## config.mk

```make
export PLATFORM = sky130hd
export DESIGN_NAME = sd_spi_target_flat
export DESIGN_NICKNAME = d
export VERILOG_FILES = /design/src/rtl/sd_spi_target_if.sv /design/src/rtl/sd_spi_target.sv /design/src/flat_wrapper.sv
export SDC_FILE = /design/constraint.sdc
export NUM_CORES = 1
export LEC_CHECK = 0
export BUFFER_PORTS_ARGS = -buffer_cell sky130_fd_sc_hd__buf_2
export CAP_MARGIN = 15
export CORE_ASPECT_RATIO = 1.2
export CORE_UTILIZATION = 51
export CTS_BUF_LIST = sky130_fd_sc_hd__clkbuf_8 sky130_fd_sc_hd__clkbuf_16
export CTS_CLUSTER_DIAMETER = 40
export DETAILED_ROUTE_END_ITERATION = 10
export HOLD_SLACK_MARGIN = 0.08
export PLACE_DENSITY = 0.75
export SYNTH_ARGS = -nofsm -noshare
export SYNTH_HDL_FRONTEND = slang
export SYNTH_SLANG_ARGS = --single-unit
```

## constraint.sdc

```tcl
create_clock -name clk_50 -period 1.8 [get_ports clk_50]
set_input_delay 0.36 -clock clk_50 [delete_from_list [all_inputs] [get_ports clk_50]]
set_output_delay 0.36 -clock clk_50 [all_outputs]
set_load 0.1 [all_outputs]
```

## src/rtl/sd_spi_target_if.sv

```systemverilog
// Byte-stream side of the SPI target: received bytes out, transmit bytes in.
// The target uses the slave modport; the byte producer/consumer uses master.
interface sd_spi_target_if;
  logic [7:0] rx_data;
  logic       rx_valid;
  logic [7:0] tx_data;
  logic       tx_valid;
  logic       tx_ready;
  logic       tx_underrun;

  modport slave (
    output rx_data,
    output rx_valid,
    input  tx_data,
    input  tx_valid,
    output tx_ready,
    output tx_underrun
  );

  modport master (
    input  rx_data,
    input  rx_valid,
    output tx_data,
    output tx_valid,
    input  tx_ready,
    input  tx_underrun
  );
endinterface

```

## src/rtl/sd_spi_target.sv

```systemverilog
// SPI mode-0 target oversampling SCK/MOSI/CS_n on clk_50; rx_valid and MISO follow pin edges by SYNC_STAGES+2 cycles.
// One-byte holding register with bypass: tx_ready = holding register empty (or being drained this cycle); FILL_BYTE on underrun.
module sd_spi_target #(
  parameter int unsigned SYNC_STAGES = 2,
  parameter logic [7:0]  FILL_BYTE   = 8'hFF
) (
  input  logic          clk_50,
  input  logic          rst_in,
  input  logic          spi_sck,
  input  logic          spi_mosi,
  input  logic          spi_cs_n,
  output logic          spi_miso,
  output logic          miso_oe,
  output logic          cs_active,
  output logic [15:0]   byte_count,
  sd_spi_target_if.slave stream
);

  localparam logic [2:0] SETTLE = 3'(SYNC_STAGES);

  typedef enum logic {
    ST_IDLE   = 1'b0,
    ST_ACTIVE = 1'b1
  } state_t;

  state_t state_q, state_d;

  logic [SYNC_STAGES-1:0] sck_sync_q, sck_sync_d;
  logic [SYNC_STAGES-1:0] mosi_sync_q, mosi_sync_d;
  logic [SYNC_STAGES-1:0] cs_n_sync_q, cs_n_sync_d;
  logic                   sck_prev_q, sck_prev_d;
  logic                   cs_n_prev_q, cs_n_prev_d;
  logic [2:0]             settle_q, settle_d;
  logic                   armed_q, armed_d;

  logic [2:0]  bit_cnt_q, bit_cnt_d;
  logic [7:0]  rx_shift_q, rx_shift_d;
  logic [7:0]  rx_data_q, rx_data_d;
  logic        rx_valid_q, rx_valid_d;
  logic        byte_done_q, byte_done_d;
  logic [15:0] byte_count_q, byte_count_d;
  logic [7:0]  tx_shift_q, tx_shift_d;
  logic [7:0]  hold_q, hold_d;
  logic        hold_full_q, hold_full_d;
  logic        tx_underrun_q, tx_underrun_d;
  logic        miso_bit_q, miso_bit_d;

  logic sck_s, mosi_s, cs_n_s;
  logic sck_rise, sck_fall, cs_fall, cs_rise;
  logic start, in_frame, do_rise, do_fall, load, accept, tx_ready;

  assign sck_s  = sck_sync_q[SYNC_STAGES-1];
  assign mosi_s = mosi_sync_q[SYNC_STAGES-1];
  assign cs_n_s = cs_n_sync_q[SYNC_STAGES-1];

  assign sck_rise = sck_s & ~sck_prev_q;
  assign sck_fall = ~sck_s & sck_prev_q;
  // A select edge only counts once the synchroniser has been seen high after reset,
  // so a CS held low through reset never starts a frame.
  assign cs_fall  = armed_q & cs_n_prev_q & ~cs_n_s;
  assign cs_rise  = cs_n_s & ~cs_n_prev_q;

  assign start    = (state_q == ST_IDLE) & cs_fall;
  assign in_frame = (state_q == ST_ACTIVE) & ~cs_rise;
  assign do_rise  = in_frame & sck_rise;
  assign do_fall  = in_frame & sck_fall;
  assign load     = start | (do_fall & (bit_cnt_q == 3'd0));
  assign tx_ready = ~hold_full_q | load;
  assign accept   = stream.tx_valid & tx_ready;

  // Synchronisers and edge history
  always_comb begin
    sck_sync_d  = {sck_sync_q[SYNC_STAGES-2:0], spi_sck};
    mosi_sync_d = {mosi_sync_q[SYNC_STAGES-2:0], spi_mosi};
    cs_n_sync_d = {cs_n_sync_q[SYNC_STAGES-2:0], spi_cs_n};
    sck_prev_d  = sck_s;
    cs_n_prev_d = cs_n_s;
    settle_d    = (settle_q == SETTLE) ? settle_q : settle_q + 3'd1;
    armed_d     = armed_q | ((settle_q == SETTLE) & cs_n_s);
  end

  // FSM: state register
  always_ff @(posedge clk_50) begin
    if (rst_in) begin
      state_q <= ST_IDLE;
    end else begin
      state_q <= state_d;
    end
  end

  // FSM: next state
  always_comb begin
    state_d = state_q;
    case (state_q)
      ST_IDLE:   if (cs_fall) state_d = ST_ACTIVE;
      ST_ACTIVE: if (cs_rise) state_d = ST_IDLE;
      default:   state_d = ST_IDLE;
    endcase
  end

  // FSM: outputs
  always_comb begin
    miso_oe   = 1'b0;
    cs_active = 1'b0;
    spi_miso  = 1'b1;
    if (state_q == ST_ACTIVE) begin
      miso_oe   = 1'b1;
      cs_active = 1'b1;
      spi_miso  = miso_bit_q;
    end
  end

  // Datapath
  always_comb begin
    rx_shift_d    = rx_shift_q;
    bit_cnt_d     = bit_cnt_q;
    byte_done_d   = 1'b0;
    rx_data_d     = rx_data_q;
    rx_valid_d    = 1'b0;
    byte_count_d  = byte_count_q;
    tx_shift_d    = tx_shift_q;
    hold_d        = hold_q;
    hold_full_d   = hold_full_q;
    tx_underrun_d = 1'b0;
    miso_bit_d    = tx_shift_q[7];

    if (load) begin
      if (hold_full_q) begin
        tx_shift_d = hold_q;
        if (accept) hold_d = stream.tx_data;
        else        hold_full_d = 1'b0;
      end else if (accept) begin
        tx_shift_d = stream.tx_data;
      end else begin
        tx_shift_d    = FILL_BYTE;
        tx_underrun_d = 1'b1;
      end
    end else begin
      if (accept) begin
        hold_d      = stream.tx_data;
        hold_full_d = 1'b1;
      end
      if (do_fall) tx_shift_d = {tx_shift_q[6:0], 1'b1};
    end

    if (do_rise) begin
      rx_shift_d  = {rx_shift_q[6:0], mosi_s};
      bit_cnt_d   = bit_cnt_q + 3'd1;
      byte_done_d = (bit_cnt_q == 3'd7);
    end

    // Completed byte is published one cycle after its last bit is shifted in.
    if (byte_done_q) begin
      rx_data_d  = rx_shift_q;
      rx_valid_d = 1'b1;
      if (byte_count_q != 16'hFFFF) byte_count_d = byte_count_q + 16'd1;
    end

    if (start) begin
      bit_cnt_d    = 3'd0;
      byte_count_d = 16'd0;
    end
    if ((state_q == ST_ACTIVE) && cs_rise) bit_cnt_d = 3'd0;
  end

  always_ff @(posedge clk_50) begin
    if (rst_in) begin
      sck_sync_q    <= '0;
      mosi_sync_q   <= '1;
      cs_n_sync_q   <= '1;
      sck_prev_q    <= 1'b0;
      cs_n_prev_q   <= 1'b1;
      settle_q      <= 3'd0;
      armed_q       <= 1'b0;
      bit_cnt_q     <= 3'd0;
      rx_shift_q    <= 8'd0;
      rx_data_q     <= 8'd0;
      rx_valid_q    <= 1'b0;
      byte_done_q   <= 1'b0;
      byte_count_q  <= 16'd0;
      tx_shift_q    <= FILL_BYTE;
      hold_q        <= 8'd0;
      hold_full_q   <= 1'b0;
      tx_underrun_q <= 1'b0;
      miso_bit_q    <= 1'b1;
    end else begin
      sck_sync_q    <= sck_sync_d;
      mosi_sync_q   <= mosi_sync_d;
      cs_n_sync_q   <= cs_n_sync_d;
      sck_prev_q    <= sck_prev_d;
      cs_n_prev_q   <= cs_n_prev_d;
      settle_q      <= settle_d;
      armed_q       <= armed_d;
      bit_cnt_q     <= bit_cnt_d;
      rx_shift_q    <= rx_shift_d;
      rx_data_q     <= rx_data_d;
      rx_valid_q    <= rx_valid_d;
      byte_done_q   <= byte_done_d;
      byte_count_q  <= byte_count_d;
      tx_shift_q    <= tx_shift_d;
      hold_q        <= hold_d;
      hold_full_q   <= hold_full_d;
      tx_underrun_q <= tx_underrun_d;
      miso_bit_q    <= miso_bit_d;
    end
  end

  assign stream.rx_data     = rx_data_q;
  assign stream.rx_valid    = rx_valid_q;
  assign stream.tx_ready    = tx_ready;
  assign stream.tx_underrun = tx_underrun_q;
  assign byte_count         = byte_count_q;

endmodule

```

## src/flat_wrapper.sv

```systemverilog
// flat-port wrapper written by rule: the top's interface ports become plain ports
module sd_spi_target_flat 
#(
  parameter int unsigned SYNC_STAGES = 2,
  parameter logic [7:0]  FILL_BYTE   = 8'hFF
)
  (clk_50, rst_in, spi_sck, spi_mosi, spi_cs_n, spi_miso, miso_oe, cs_active, byte_count, stream_rx_data, stream_rx_valid, stream_tx_data, stream_tx_valid, stream_tx_ready, stream_tx_underrun);
  sd_spi_target_if stream_i ();
  input  logic clk_50;
  input  logic rst_in;
  input  logic spi_sck;
  input  logic spi_mosi;
  input  logic spi_cs_n;
  output logic spi_miso;
  output logic miso_oe;
  output logic cs_active;
  output logic [15:0] byte_count;
  output wire logic [$bits(stream_i.rx_data)-1:0] stream_rx_data;
  output wire logic [$bits(stream_i.rx_valid)-1:0] stream_rx_valid;
  input wire logic [$bits(stream_i.tx_data)-1:0] stream_tx_data;
  input wire logic [$bits(stream_i.tx_valid)-1:0] stream_tx_valid;
  output wire logic [$bits(stream_i.tx_ready)-1:0] stream_tx_ready;
  output wire logic [$bits(stream_i.tx_underrun)-1:0] stream_tx_underrun;
  assign stream_rx_data = stream_i.rx_data;
  assign stream_rx_valid = stream_i.rx_valid;
  assign stream_i.tx_data = stream_tx_data;
  assign stream_i.tx_valid = stream_tx_valid;
  assign stream_tx_ready = stream_i.tx_ready;
  assign stream_tx_underrun = stream_i.tx_underrun;
  sd_spi_target #(.SYNC_STAGES(SYNC_STAGES), .FILL_BYTE(FILL_BYTE)) u_core (.clk_50(clk_50), .rst_in(rst_in), .spi_sck(spi_sck), .spi_mosi(spi_mosi), .spi_cs_n(spi_cs_n), .spi_miso(spi_miso), .miso_oe(miso_oe), .cs_active(cs_active), .byte_count(byte_count), .stream(stream_i));
endmodule
```

## Word level (Yosys, flattened, before mapping)

Cells that the tools add are included.

| storage, ports and cells | value |
|---|---|
| bits in registers | 69 |
| latch bits | 0 |
| RAM bits | 0 |
| ROM bits | 0 |
| output and inout port bits | 30 |
| word-level logic and storage cells | 77 |
| memories | 0 |

| cells by class | value |
|---|---|
| add/sub/neg operators | 3 |
| $mul | 0 |
| divide/modulo/power cells | 0 |
| magnitude comparators | 0 |
| equality and inequality tests | 4 |
| shift operators | 0 |
| muxes and demuxes | 18 |
| bitwise gates (word level) | 24 |
| reductions and logical operators | 9 |

Operator list:

| operator | number |
|---|---|
| 8-bit two-way mux | 7 |
| 16-bit by 1-bit adder with 16-bit output (second input constant) | 1 |
| 16-bit inequality test (second input constant) | 1 |
| 1-bit bitwise AND | 12 |
| 1-bit two-way mux | 10 |
| 1-bit NOT | 9 |
| 3-bit by 1-bit adder with 3-bit output (second input constant) | 2 |
| 3-bit OR reduction | 2 |
| 2-bit nonzero test | 2 |
| 2-bit OR reduction | 2 |
| 3-bit by 2-bit == test with 1-bit output (second input constant) | 1 |
| 3-bit == test (second input constant) | 1 |
| 3-bit logical NOT | 1 |
| 1-bit OR | 3 |
| 2-bit by 1-bit inequality test with 1-bit output (second input constant) | 1 |
| 1-bit case mux with 2 select lines | 1 |
| 2-bit AND reduction | 1 |
| 1-bit logical AND | 1 |

## Logic depth before layout (Yosys ltp)

Gate-level depths: netlist of run 1.

| depth | value |
|---|---|
| depth in word-level cells | 12 |
| gate-level depth with buffers | 6 |
| depth with buffers taken out | 6 |

## Worst setup path after synthesis of run 1

No wires, ideal clock.

| timing | value |
|---|---|
| kind | reg2out |
| start point | reg u_core.state_q |
| end point | out stream_tx_ready |
| arrival | 2.206 ns |
| setup slack | -0.766 ns |
| stages on the path, launching flop included | 4 |
| cells stage by stage | dfxtp_1 and4bb_2 a31oi_2 nand2_1 |

| on the way | value |
|---|---|
| word-level cells in the longest chain between the ends | 5 |

Ends and longest elaborated chain:

| element | RTL line | RTL |
|---|---|---|
| start: declaration | sd_spi_target.sv:26 | `state_t state_q, state_d;` |
| start signal: assignment | sd_spi_target.sv:87 | `state_q <= state_d;` |
| 1-bit bitwise AND | sd_spi_target.sv:64 | `assign in_frame = (state_q == ST_ACTIVE) & ~cs_rise;` |
| 1-bit bitwise AND | sd_spi_target.sv:66 | `assign do_fall = in_frame & sck_fall;` |
| 1-bit bitwise AND | sd_spi_target.sv:67 | `assign load = start \| (do_fall & (bit_cnt_q == 3'd0));` |
| 1-bit OR (*) | sd_spi_target.sv:67 |  |
| 1-bit OR (*) | sd_spi_target.sv:68 | `assign tx_ready = ~hold_full_q \| load;` |
| end: declaration | flat_wrapper.sv:22 | `output wire logic [$bits(stream_i.tx_ready)-1:0] stream_tx_ready;` |

Mark *: on every way between the ends. The rest lies on a longest branch, timed or not.

## Worst setup path after layout of run 1

| timing | value |
|---|---|
| start point | reg u_core.bit_cnt_q[0] |
| end point | out stream_tx_ready |

| on the way | value |
|---|---|
| word-level cells in the longest chain between the ends | 4 |

Ends and longest elaborated chain:

| element | RTL line | RTL |
|---|---|---|
| start: declaration | sd_spi_target.sv:36 | `logic [2:0] bit_cnt_q, bit_cnt_d;` |
| start signal: assignment | sd_spi_target.sv:194 | `bit_cnt_q <= bit_cnt_d;` |
| 3-bit logical NOT | sd_spi_target.sv:67 |  |
| 1-bit bitwise AND | sd_spi_target.sv:67 |  |
| 1-bit OR | sd_spi_target.sv:67 |  |
| 1-bit OR | sd_spi_target.sv:68 |  |

Every way passes these cells.

==> flow_metrics.py, run 1 <==
metrics = {
    "status": {
        "outcome": "complete, but fails checks",
        "violations": "setup timing",
    },
    "logic_synthesis": {
        "async_flop_share": 0,
        "synth_area_um2": 3060,
        "synth-seq-area-share": 0.452,
        "synth.distinct_cells": 45,
        "dominantRegCellSynth": "dfxtp_1",
        "ys.warnings.count": 0,
        "syn-num-nets": 361,
        "syn_avg_cell_area_um2": 8.96,
        "synth_seq_cells": 69,
        "postSynthCellCount": 341,
        "synth_edf_count": 0,
    },
    "critical_path": {
        "worstPathRequired_ps": 1440,
        "r2r_end": "u_core.hold_q[3]",
        "rrSetupSlack_ps": -10,
        "worstPathArrival_ps": 1550,
        "start_kind": "register",
        "reg2reg_depth": 8,
        "crit_start": "u_core.bit_cnt_q[0]",
        "critPathMaxFanout": 2,
        "worstReg2RegStart": "u_core.bit_cnt_q[0]",
        "critPathCaptureType": "output port",
        "crit_end": "stream_tx_ready",
        "worst-setup-path-type": "register to output port",
    },
    "route": {
        "ant_nets": 0,
        "drcViolationCount": 0,
        "drt_iter0_markers": 122,
        "vias": 2609,
        "wl_per_cell_um": 12.9,
        "via_per_inst": 5.26,
        "first_pass_iters": 4,
        "routed_wl_um": 6420,
    },
    "power": {
        "peakVddDrop_v": 0.000565,
        "intPower_mw": 2.47,
        "clock_power_share": 0.397,
        "p_seq_frac": 0.490,
        "powerDensity_nw_per_um2": 831,
        "p_switching_uw": 806,
        "combPwrFrac": 0.113,
        "total_leakage_power_nw": 1.65,
        "swShare": 0.246,
    },
    "clock_tree": {
        "clk_pin_slew_ps": 70,
        "clkSinkCount": 69,
        "cts_tree": "built",
        "root_buffer": "clkbuf_8",
        "clock_path_buffers": 2,
        "htreeDepth": 3,
        "postCtsHoldBufs": 0,
        "clk_latency_ps": 340,
        "numCtsBuffers": 9,
    },
    "grt": {
        "grt_pass1_vias": 2511,
        "grt_pass1_wl_um": 10900,
        "track_usage": 0.226,
        "antenna_found_initial": 0,
        "overflow": 0,
        "grt_max_degree": 23,
    },
    "timing": {
        "rsz0062_at_grt": "true",
        "slew_violations": 0,
        "clock_skew_ps": 8.35,
        "worst_pin_slew_ps": 482,
        "min_period_ps": 1910,
        "fmax_mhz": 525,
        "worst_slack_ps": -105,
        "setup_viol": 3,
        "hold_viol_final": 0,
        "relSlewSlack": 0.671,
        "period_share": 1.06,
    },
    "placed_design": {
        "dp_hpwl_um": 4340,
        "io_buffers": 43,
        "gp_congestion": 0.788,
        "dp.cells": 472,
        "place_ws_ps": -65.2,
    },
    "layout": {
        "drive_gt1_frac": 0.327,
        "area_growth_pct": 29.1,
        "fill_cells": 474,
        "layout.nets": 431,
        "stdcell_count": 496,
        "antennaDiodeCount": 0,
    },
    "worst_hold_path": {
        "min_path_type": "primary input to register",
    },
    "die": {
        "start_util": 0.536,
        "std_cell_rows": 30,
        "core_area_um2": 5710,
        "die_area_um2": 6310,
        "ios": 44,
        "die_h_um": 86.8,
        "die_x_um": 72.7,
    },
    "job": {
        "drv_cap": 0,
    },
}
## cells in the mapped netlist, drive strengths merged, types with 6 or more instances
cell type / instances / area, um2
ha: 6 / 75.1
o21ai: 10 / 50.1
nand2: 39 / 146
and2: 7 / 43.8
nor2: 44 / 165
dfxtp: 69 / 1380
a221oi: 7 / 61.3
clkbuf: 14 / 53.8
nor2b: 12 / 75.1
inv: 12 / 45.0
or2: 6 / 37.5
or3: 7 / 43.8
mux2i: 38 / 384
a21oi: 12 / 60.1
a211oi: 10 / 75.1
nand3: 7 / 35.0
## power by group through the flow
stage / combinational (mW) / clock (mW) / sequential [mW]
floorplan: 0.250 / 0 / 1.64
global placement: 0.337 / 0 / 1.64
detailed placement: 0.351 / 0 / 1.64
CTS: 0.366 / 1.35 / 1.60
global route: 0.414 / 1.42 / 1.61
finish: 0.371 / 1.30 / 1.60
## cell type report
class / count / area (um2) / area share
multi-input combinational: 243 / 1650 / 0.417
sequential: 69 / 1440 / 0.364
timing repair buffer: 76 / 505 / 0.128
clock buffer: 12 / 165 / 0.0419
tap: 80 / 100 / 0.0254
inverter: 12 / 47.5 / 0.0121
clock inverter: 4 / 45.0 / 0.0114
## flip-flops by register name (all words and copies together), names as in the netlist, 3 cells and up
signal,flops
u_core.stream.rx_data,8
u_core.byte_count,16
u_core.rx_shift_q,8
u_core.hold_q,8
u_core.tx_shift_q,8
u_core.bit_cnt_q,3
u_core.settle_q,3
## cell usage in the layout (no fill, tap or decap), types with 12 or more instances in the layout
cell / netlist / routed
nor2b_1: 12 / 12
nand2_1: 39 / 38
clkbuf_8: 0 / 12
mux2i_1: 37 / 36
dfxtp_4: 0 / 12
a21oi_1: 12 / 12
dfxtp_1: 69 / 50
nor2_1: 44 / 44
buf_2: 1 / 42
buf_4: 1 / 28
## critical path, stage by stage (launching register included)
cell	delay [ps]
dfxtp_2	350
inv_4	40
ha_4	140
and4bb_2	250
a31oi_4	180
nand2_4	70
buf_12	170
## layer usage
layer | global-route usage | vias up | part of all wire
li1 | - | 1331 | -
met1 | 0.257 | 1213 | 0.44
met2 | 0.382 | 52 | 0.49
met3 | 0.0756 | 13 | 0.042
met4 | 0.0963 | 0 | 0.022
met5 | 0 | - | 0
## repair_timing
| item | 4_1_cts | 5_1_grt |
|---|---|---|
| setup buffers | 10 | 1 |
| gates resized for setup | 14 | 9 |
| endpoints found under the setup margin | 9 | 15 |
| pin swaps | 4 | 0 |
## per-stage QoR
step	cell area, um2	hold WS [ps]	util	total power [mW]	setup TNS, ps
floorplan	3140	389	-	1.89	-418
global placement	3580	391	0.628	1.97	0
detailed placement	3580	397	0.628	1.99	-316
CTS	3920	178	0.686	3.32	-145
global route	3950	188	0.691	3.44	-814
finish	3950	194	0.691	3.28	-123
## kinds of logic after synthesis
group,share of synthesized area
AOI/OAI and AO/OA,0.118
xor gates and xnor gates,0.00573
adders and majority gates,0.0246
buffers and inverters,0.0377
DFF,0.452
muxes,0.126
and+or+nand+nor,0.237
## worst min path at each step
stage	from	to	slack [ps]	cells past startpoint
3_5_place_dp	u_core.cs_n_sync_q[0]	u_core.cs_n_sync_q[1]	400	1
5_1_grt	spi_mosi	u_core.mosi_sync_q[0]	190	2
6_report	spi_mosi	u_core.mosi_sync_q[0]	190	2
3_3_place_gp	u_core.cs_n_sync_q[0]	u_core.cs_n_sync_q[1]	390	1
4_1_cts	spi_mosi	u_core.mosi_sync_q[0]	180	2
2_1_floorplan	u_core.cs_n_sync_q[0]	u_core.cs_n_sync_q[1]	390	1
Power figures use the tool's default switching activity.
==> run 2, diff against run 1 <==
Settings changed: BUFFER_PORTS_ARGS -buffer_cell sky130_fd_sc_hd__buf_2 to not set, CORE_UTILIZATION 51 to 56, DONT_BUFFER_PORTS set to 1, PLACE_DENSITY 0.75 to 0.74.
==> run 2 against run 1 <==
- the run still ends with setup timing left
- first-iteration DRC count rose by 69%
- routed wire length grew 0.59%
- flip-flop and latch count unchanged
- global-route usage is 1.4 points higher
- total power is 4.6% lower
- non-clock buffer count is 20 lower
- clock skew rose by 1.6 ps
- fmax is 1.7% lower
- via count fell by 1.5%
- critical path type unchanged
- core utilization rose by 3.2 points
- die area down 8.7%
- cell count down 7.7%
==> flow_metrics.py, run 2 (synthesis results as in run 1) <==
metrics = {
    "status": {
        "outcome": "complete, but fails checks",
        "violations": "setup timing",
    },
    "die": {
        "start_util": 0.581,
        "std_cell_rows": 29,
        "die_h_um": 82.9,
        "core_area_um2": 5260,
        "ios": 44,
        "die_x_um": 69.4,
        "die_area_um2": 5760,
    },
    "timing": {
        "relSlewSlack": 0.383,
        "rsz0062_at_grt": "true",
        "whs_ps": 115,
        "worst_pin_slew_ps": 922,
        "setup_viol": 2,
        "period_share": 1.08,
        "min_period_ps": 1940,
        "fmax_mhz": 516,
        "slew_violations": 0,
        "hold_viol_final": 0,
        "clock_skew_ps": 9.93,
        "worst_slack_ps": -139,
    },
    "grt": {
        "grt_max_degree": 26,
        "overflow": 0,
        "track_usage": 0.239,
        "antenna_found_initial": 0,
        "grt_pass1_vias": 2466,
        "grt_pass1_wl_um": 11000,
    },
    "layout": {
        "stdcell_count": 458,
        "layout_common_cells": "buf_4 (50), dfxtp_1 (50), nor2_1 (43)",
        "largest_register_ffs": 16,
        "regArea_um2": 1440,
        "area_growth_pct": 24.5,
        "drive_gt1_frac": 0.270,
        "layout.nets": 411,
        "antennaDiodeCount": 0,
        "multi_input_area_um2": 1620,
        "fill_cells": 398,
        "final_core_util": 0.723,
    },
    "worst_hold_path": {
        "worstHoldPathCells": 1,
        "hold_path_end": "u_core.cs_n_sync_q[0]",
        "min-delay-start": "spi_cs_n",
        "min_path_type": "primary input to register",
    },
    "clock_tree": {
        "numCtsBuffers": 9,
        "clock_path_buffers": 2,
        "clk_latency_ps": 350,
        "clkSinkCount": 69,
        "clk_pin_slew_ps": 70,
        "cts_tree": "built",
        "root_buffer": "clkbuf_8",
        "htreeDepth": 3,
    },
    "critical_path": {
        "reg2reg_depth": 5,
        "rrSetupSlack_ps": -40,
        "worst-setup-path-type": "register to output port",
        "critPathMaxStageDelay_ps": 340,
        "worstPathRequired_ps": 1440,
        "worstReg2RegStart": "u_core.cs_n_sync_q[1]",
        "crit_buf_inv": 2,
        "r2r_end": "u_core.tx_shift_q[1]",
        "critPathCaptureType": "output port",
        "path_cells": "inv_2 > ha_4 > and4bb_2 > a31oi_4 > buf_6 > nand2_8",
        "slowest_stage": "dfxtp_2",
        "worstPathArrival_ps": 1580,
        "critPathMaxFanout": 2,
        "start_kind": "register",
        "crit_family": "simple AND/OR/NAND/NOR gates",
    },
    "placed_design": {
        "dp.cells": 434,
        "dp_hpwl_um": 4340,
        "gp_congestion": 0.804,
        "io_buffers": 0,
    },
    "route": {
        "wl_per_cell_um": 14.1,
        "ant_nets": 0,
        "drcViolationCount": 0,
        "first_pass_iters": 6,
        "routed_wl_um": 6460,
        "via_per_inst": 5.61,
        "drt_iter0_markers": 206,
        "vias": 2571,
    },
    "job": {
        "drv_cap": 0,
    },
    "power": {
        "swShare": 0.267,
        "p_switching_uw": 834,
        "clock_power_share": 0.381,
        "p_seq_frac": 0.517,
        "peakVddDrop_v": 0.000592,
        "combPwrFrac": 0.102,
        "total_leakage_power_nw": 1.53,
        "intPower_mw": 2.29,
        "powerDensity_nw_per_um2": 822,
    },
}
==> run 2: cell type report <==
cell class | instances | area share
multi-input combinational | 243 | 0.425
clock inverter | 6 | 0.0115
inverter | 12 | 0.0118
clock buffer | 10 | 0.0391
timing repair buffer | 56 | 0.115
sequential | 69 | 0.377
tap | 62 | 0.0204
==> run 2: per-layer routing <==
layer | vias to the layer above | track usage | part of all wire
met3 | 10 | 0.0752 | 0.045
met1 | 1209 | 0.292 | 0.44
met2 | 58 | 0.387 | 0.50
met4 | 0 | 0.102 | 0.013
met5 | - | 0 | 0
li1 | 1294 | - | -
==> run 2: worst max-delay path by stage <==
stage	from	end	slack (ps)	depth (start not counted)
CTS	u_core.bit_cnt_q[0]	stream_tx_ready	-130	6
global placement	u_core.bit_cnt_q[0]	stream_tx_ready	40	6
floorplan	u_core.byte_count[7]	u_core.byte_count[13]	-140	5
global route	u_core.bit_cnt_q[0]	stream_tx_ready	-190	6
finish	u_core.bit_cnt_q[0]	stream_tx_ready	-140	6
detailed placement	u_core.bit_cnt_q[0]	u_core.hold_q[2]	-0.7	7
==> run 2: timing repair <==
action,4_1_cts,5_1_grt
gates cloned,0,0
hold buffers,3,1
setup endpoints to repair,6,19
pin swaps,2,0
resized for setup,8,3
buffers inserted,4,0
endpoints found under the hold margin,25,1
==> run 2: power by group through the flow <==
stage	clock network, mW	logic (mW)	registers, mW
finish	1.19	0.319	1.62
CTS	1.22	0.317	1.62
global placement	0	0.284	1.64
floorplan	0	0.250	1.64
global route	1.30	0.361	1.63
detailed placement	0	0.294	1.65
==> run 2: per-stage QoR <==
step                      instance area [um2]  setup TNS (ps)  power [mW]  setup slack, ps
after floorplan                          3140            -418        1.89             -137
after global placement                   3500               0        1.93             39.8
after detailed placement                 3500           -1.26        1.94           -0.657
after CTS                                3780            -127        3.15             -127
after global routing                     3800            -787        3.28             -192
final                                    3800            -180        3.13             -139
==> run 3, diff against run 2 <==
--- a/config.mk
+++ b/config.mk
@@ -7,2 +7,3 @@
 export LEC_CHECK = 0
+export ABC_AREA = 1
 export CAP_MARGIN = 15
--- a/constraint.sdc
+++ b/constraint.sdc
@@ -3,2 +3,2 @@
 set_output_delay 0.36 -clock clk_50 [all_outputs]
-set_load 0.1 [all_outputs]
+set_load 0.01 [all_outputs]
==> run 3 against run 2 <==
- the run now ends clean
- worst setup slack better by 220 ps
- fmax grew 13%
- core utilization shrank 8.1 points
- clock skew down 2.6 ps
- combinational power decreased by 23%
- clock power about the same
- non-clock buffer count fell by 37
- flip-flop and latch count is the same
- total power down 1.0%
- final area is 10% lower
- largest power group unchanged
==> flow_metrics.py, run 3 <==
metrics = {
    "status": {
        "outcome": "finished clean",
    },
    "logic_synthesis": {
        "synth_top_family_by_area": "simple AND/OR/NAND/NOR gates",
        "synthMuxAreaShare": 0,
        "synthAdderAreaFrac": 0.0241,
        "postSynthCellCount": 415,
        "synth_seq_cells": 69,
        "yosysMostFrequentCell": "nand2_1",
        "synth-seq-area-share": 0.444,
        "synth.area.top_cells": "dfxtp_1 (44%), nand2_1 (10%), nor2_1 (8.1%)",
        "synth_area_leader_cell": "dfxtp_1",
        "synth-simple-area-share": 0.280,
        "synth_top_area_share": 0.444,
        "ys.warnings.count": 0,
        "syn_avg_cell_area_um2": 7.50,
        "synth.distinct_cells": 34,
        "syn-num-nets": 435,
        "synth_commonest_cells": "nand2_1 (83), dfxtp_1 (69), nor2_1 (67)",
        "dominantRegCellSynth": "dfxtp_1",
        "synth_area_um2": 3110,
        "synth_compound_area_frac": 0.144,
        "synth_edf_count": 0,
        "async_flop_share": 0,
        "synth_xor_area_frac": 0.0282,
    },
    "timing": {
        "fin_setup_tns_ps": 0,
        "worst_slack_ps": 85.5,
        "period_share": 0.952,
        "fmax_mhz": 583,
        "min_period_ps": 1710,
        "relSlewSlack": 0.538,
        "worst_pin_slew_ps": 690,
        "clock_skew_ps": 7.31,
        "slew_violations": 0,
        "hold_viol_final": 0,
        "setup_viol": 0,
        "rsz0062_at_grt": "false",
        "whs_ps": 105,
    },
    "layout": {
        "stdcell_count": 495,
        "drive_gt1_frac": 0.127,
        "layout.nets": 448,
        "final_common_cell": "nand2_1",
        "largest_register_ffs": 16,
        "fill_cells": 485,
        "antennaDiodeCount": 0,
        "area_growth_pct": 10.1,
        "layout_common_cells": "nand2_1 (83), dfxtp_1 (69), nor2_1 (67)",
    },
    "clock_tree": {
        "clk_pin_slew_ps": 70,
        "clk_latency_ps": 340,
        "clkSinkCount": 69,
        "cts_tree": "built",
        "htreeDepth": 3,
        "numCtsBuffers": 9,
        "clock_path_buffers": 2,
        "root_buffer": "clkbuf_8",
    },
    "die": {
        "ios": 44,
        "die_x_um": 70.0,
        "die_area_um2": 5860,
        "std_cell_rows": 29,
        "start_util": 0.583,
        "die_h_um": 83.6,
        "core_area_um2": 5330,
    },
    "critical_path": {
        "start_kind": "register",
        "reg2reg_depth": 7,
        "worstPathArrival_ps": 1350,
        "worstReg2RegStart": "u_core.byte_count[6]",
        "critPathMaxFanout": 3,
        "critPathCaptureType": "output port",
        "worstPathRequired_ps": 1440,
        "worst-setup-path-type": "register to output port",
        "rrSetupSlack_ps": 150,
        "r2r_end": "u_core.byte_count[12]",
    },
    "power": {
        "finalPower_mw": 3.10,
        "peakVddDrop_v": 0.000645,
        "swShare": 0.251,
        "p_switching_uw": 776,
        "clock_power_share": 0.392,
        "intPower_mw": 2.32,
        "p_seq_frac": 0.528,
        "combPwrFrac": 0.080,
        "total_leakage_power_nw": 1.46,
        "powerDensity_nw_per_um2": 904,
    },
    "grt": {
        "overflow": 0,
        "grt_pass1_wl_um": 10900,
        "grt_max_degree": 34,
        "track_usage": 0.232,
        "grt_pass1_vias": 2410,
        "antenna_found_initial": 0,
    },
    "placed_design": {
        "io_buffers": 0,
        "place_ws_ps": 158,
        "gp_congestion": 0.842,
        "dp.cells": 478,
        "dp_hpwl_um": 4400,
    },
    "route": {
        "vias": 2622,
        "via_per_inst": 5.30,
        "drt_iter0_markers": 154,
        "ant_nets": 0,
        "drcViolationCount": 0,
        "routed_wl_um": 6410,
        "first_pass_iters": 4,
        "wl_per_cell_um": 13.0,
    },
    "job": {
        "drv_cap": 0,
    },
    "worst_hold_path": {
        "min-delay-start": "rst_in",
        "worstHoldPathCells": 1,
        "hold_path_end": "u_core.stream.tx_underrun",
        "min_path_type": "primary input to register",
    },
}
run 3: power by group through the flow:
stage | Combinational, mW | Clock [mW] | Sequential, mW
floorplan | 0.211 | 0 | 1.66
global placement | 0.233 | 0 | 1.67
detailed placement | 0.241 | 0 | 1.67
CTS | 0.246 | 1.24 | 1.63
global route | 0.289 | 1.31 | 1.64
finish | 0.247 | 1.21 | 1.64
run 3: critical path, stage by stage (launching register included):
cell	delay (ps)
dfxtp_1	330
inv_2	70
ha_1	140
inv_1	40
nor2_1	130
nand3_2	170
nand3_4	150
run 3: logic make-up (layout without fill, tap and decap cells):
kind of cell / after synthesis / in the layout
AO/OA/AOI/OAI: 79 / 79
XOR/XNOR: 10 / 10
adder cells (fa/ha/maj): 6 / 6
buffers and inverters: 53 / 71
flip-flops: 69 / 69
AND/OR/NAND/NOR: 198 / 198
run 3: worst max-delay path by stage:
stage,startpoint,to,slack (ps),cells past startpoint
floorplan,u_core.byte_count[0],u_core.byte_count[1],220,9
global placement,u_core.byte_count[6],u_core.byte_count[12],200,7
detailed placement,u_core.byte_count[6],u_core.byte_count[12],160,7
CTS,u_core.bit_cnt_q[0],stream_tx_ready,40,6
global route,u_core.bit_cnt_q[0],stream_tx_ready,0.8,6
finish,u_core.bit_cnt_q[0],stream_tx_ready,90,6
run 3: final cells by class:
class | instances | area [um2] | area share
timing repair buffer | 19 | 145 | 0.0424
tap | 62 | 77.6 | 0.0227
multi-input combinational | 293 | 1490 | 0.436
clock inverter | 7 | 67.6 | 0.0197
inverter | 36 | 138 | 0.0402
sequential | 69 | 1380 | 0.403
clock buffer | 9 | 124 | 0.0362
run 3: per-stage QoR:
step | cell area, um2 | utilization
after floorplan | 3110 | -
after global placement | 3210 | 0.602
after detailed placement | 3210 | 0.602
after CTS | 3410 | 0.640
after global routing | 3420 | 0.642
final | 3420 | 0.642
run 3: metal layers:
metal	vias up	global-route usage	wire [um]
met5	-	0	0
met4	0	0.0764	86
met3	10	0.0725	367
met2	57	0.391	3080
met1	1183	0.279	2880
li1	1372	-	-
run 3: repair_timing:
action	4_1_cts	5_1_grt
gates resized for setup	0	3
setup buffers	0	0
hold buffers	1	0
setup endpoints to repair	0	1
hold endpoints to repair	7	0
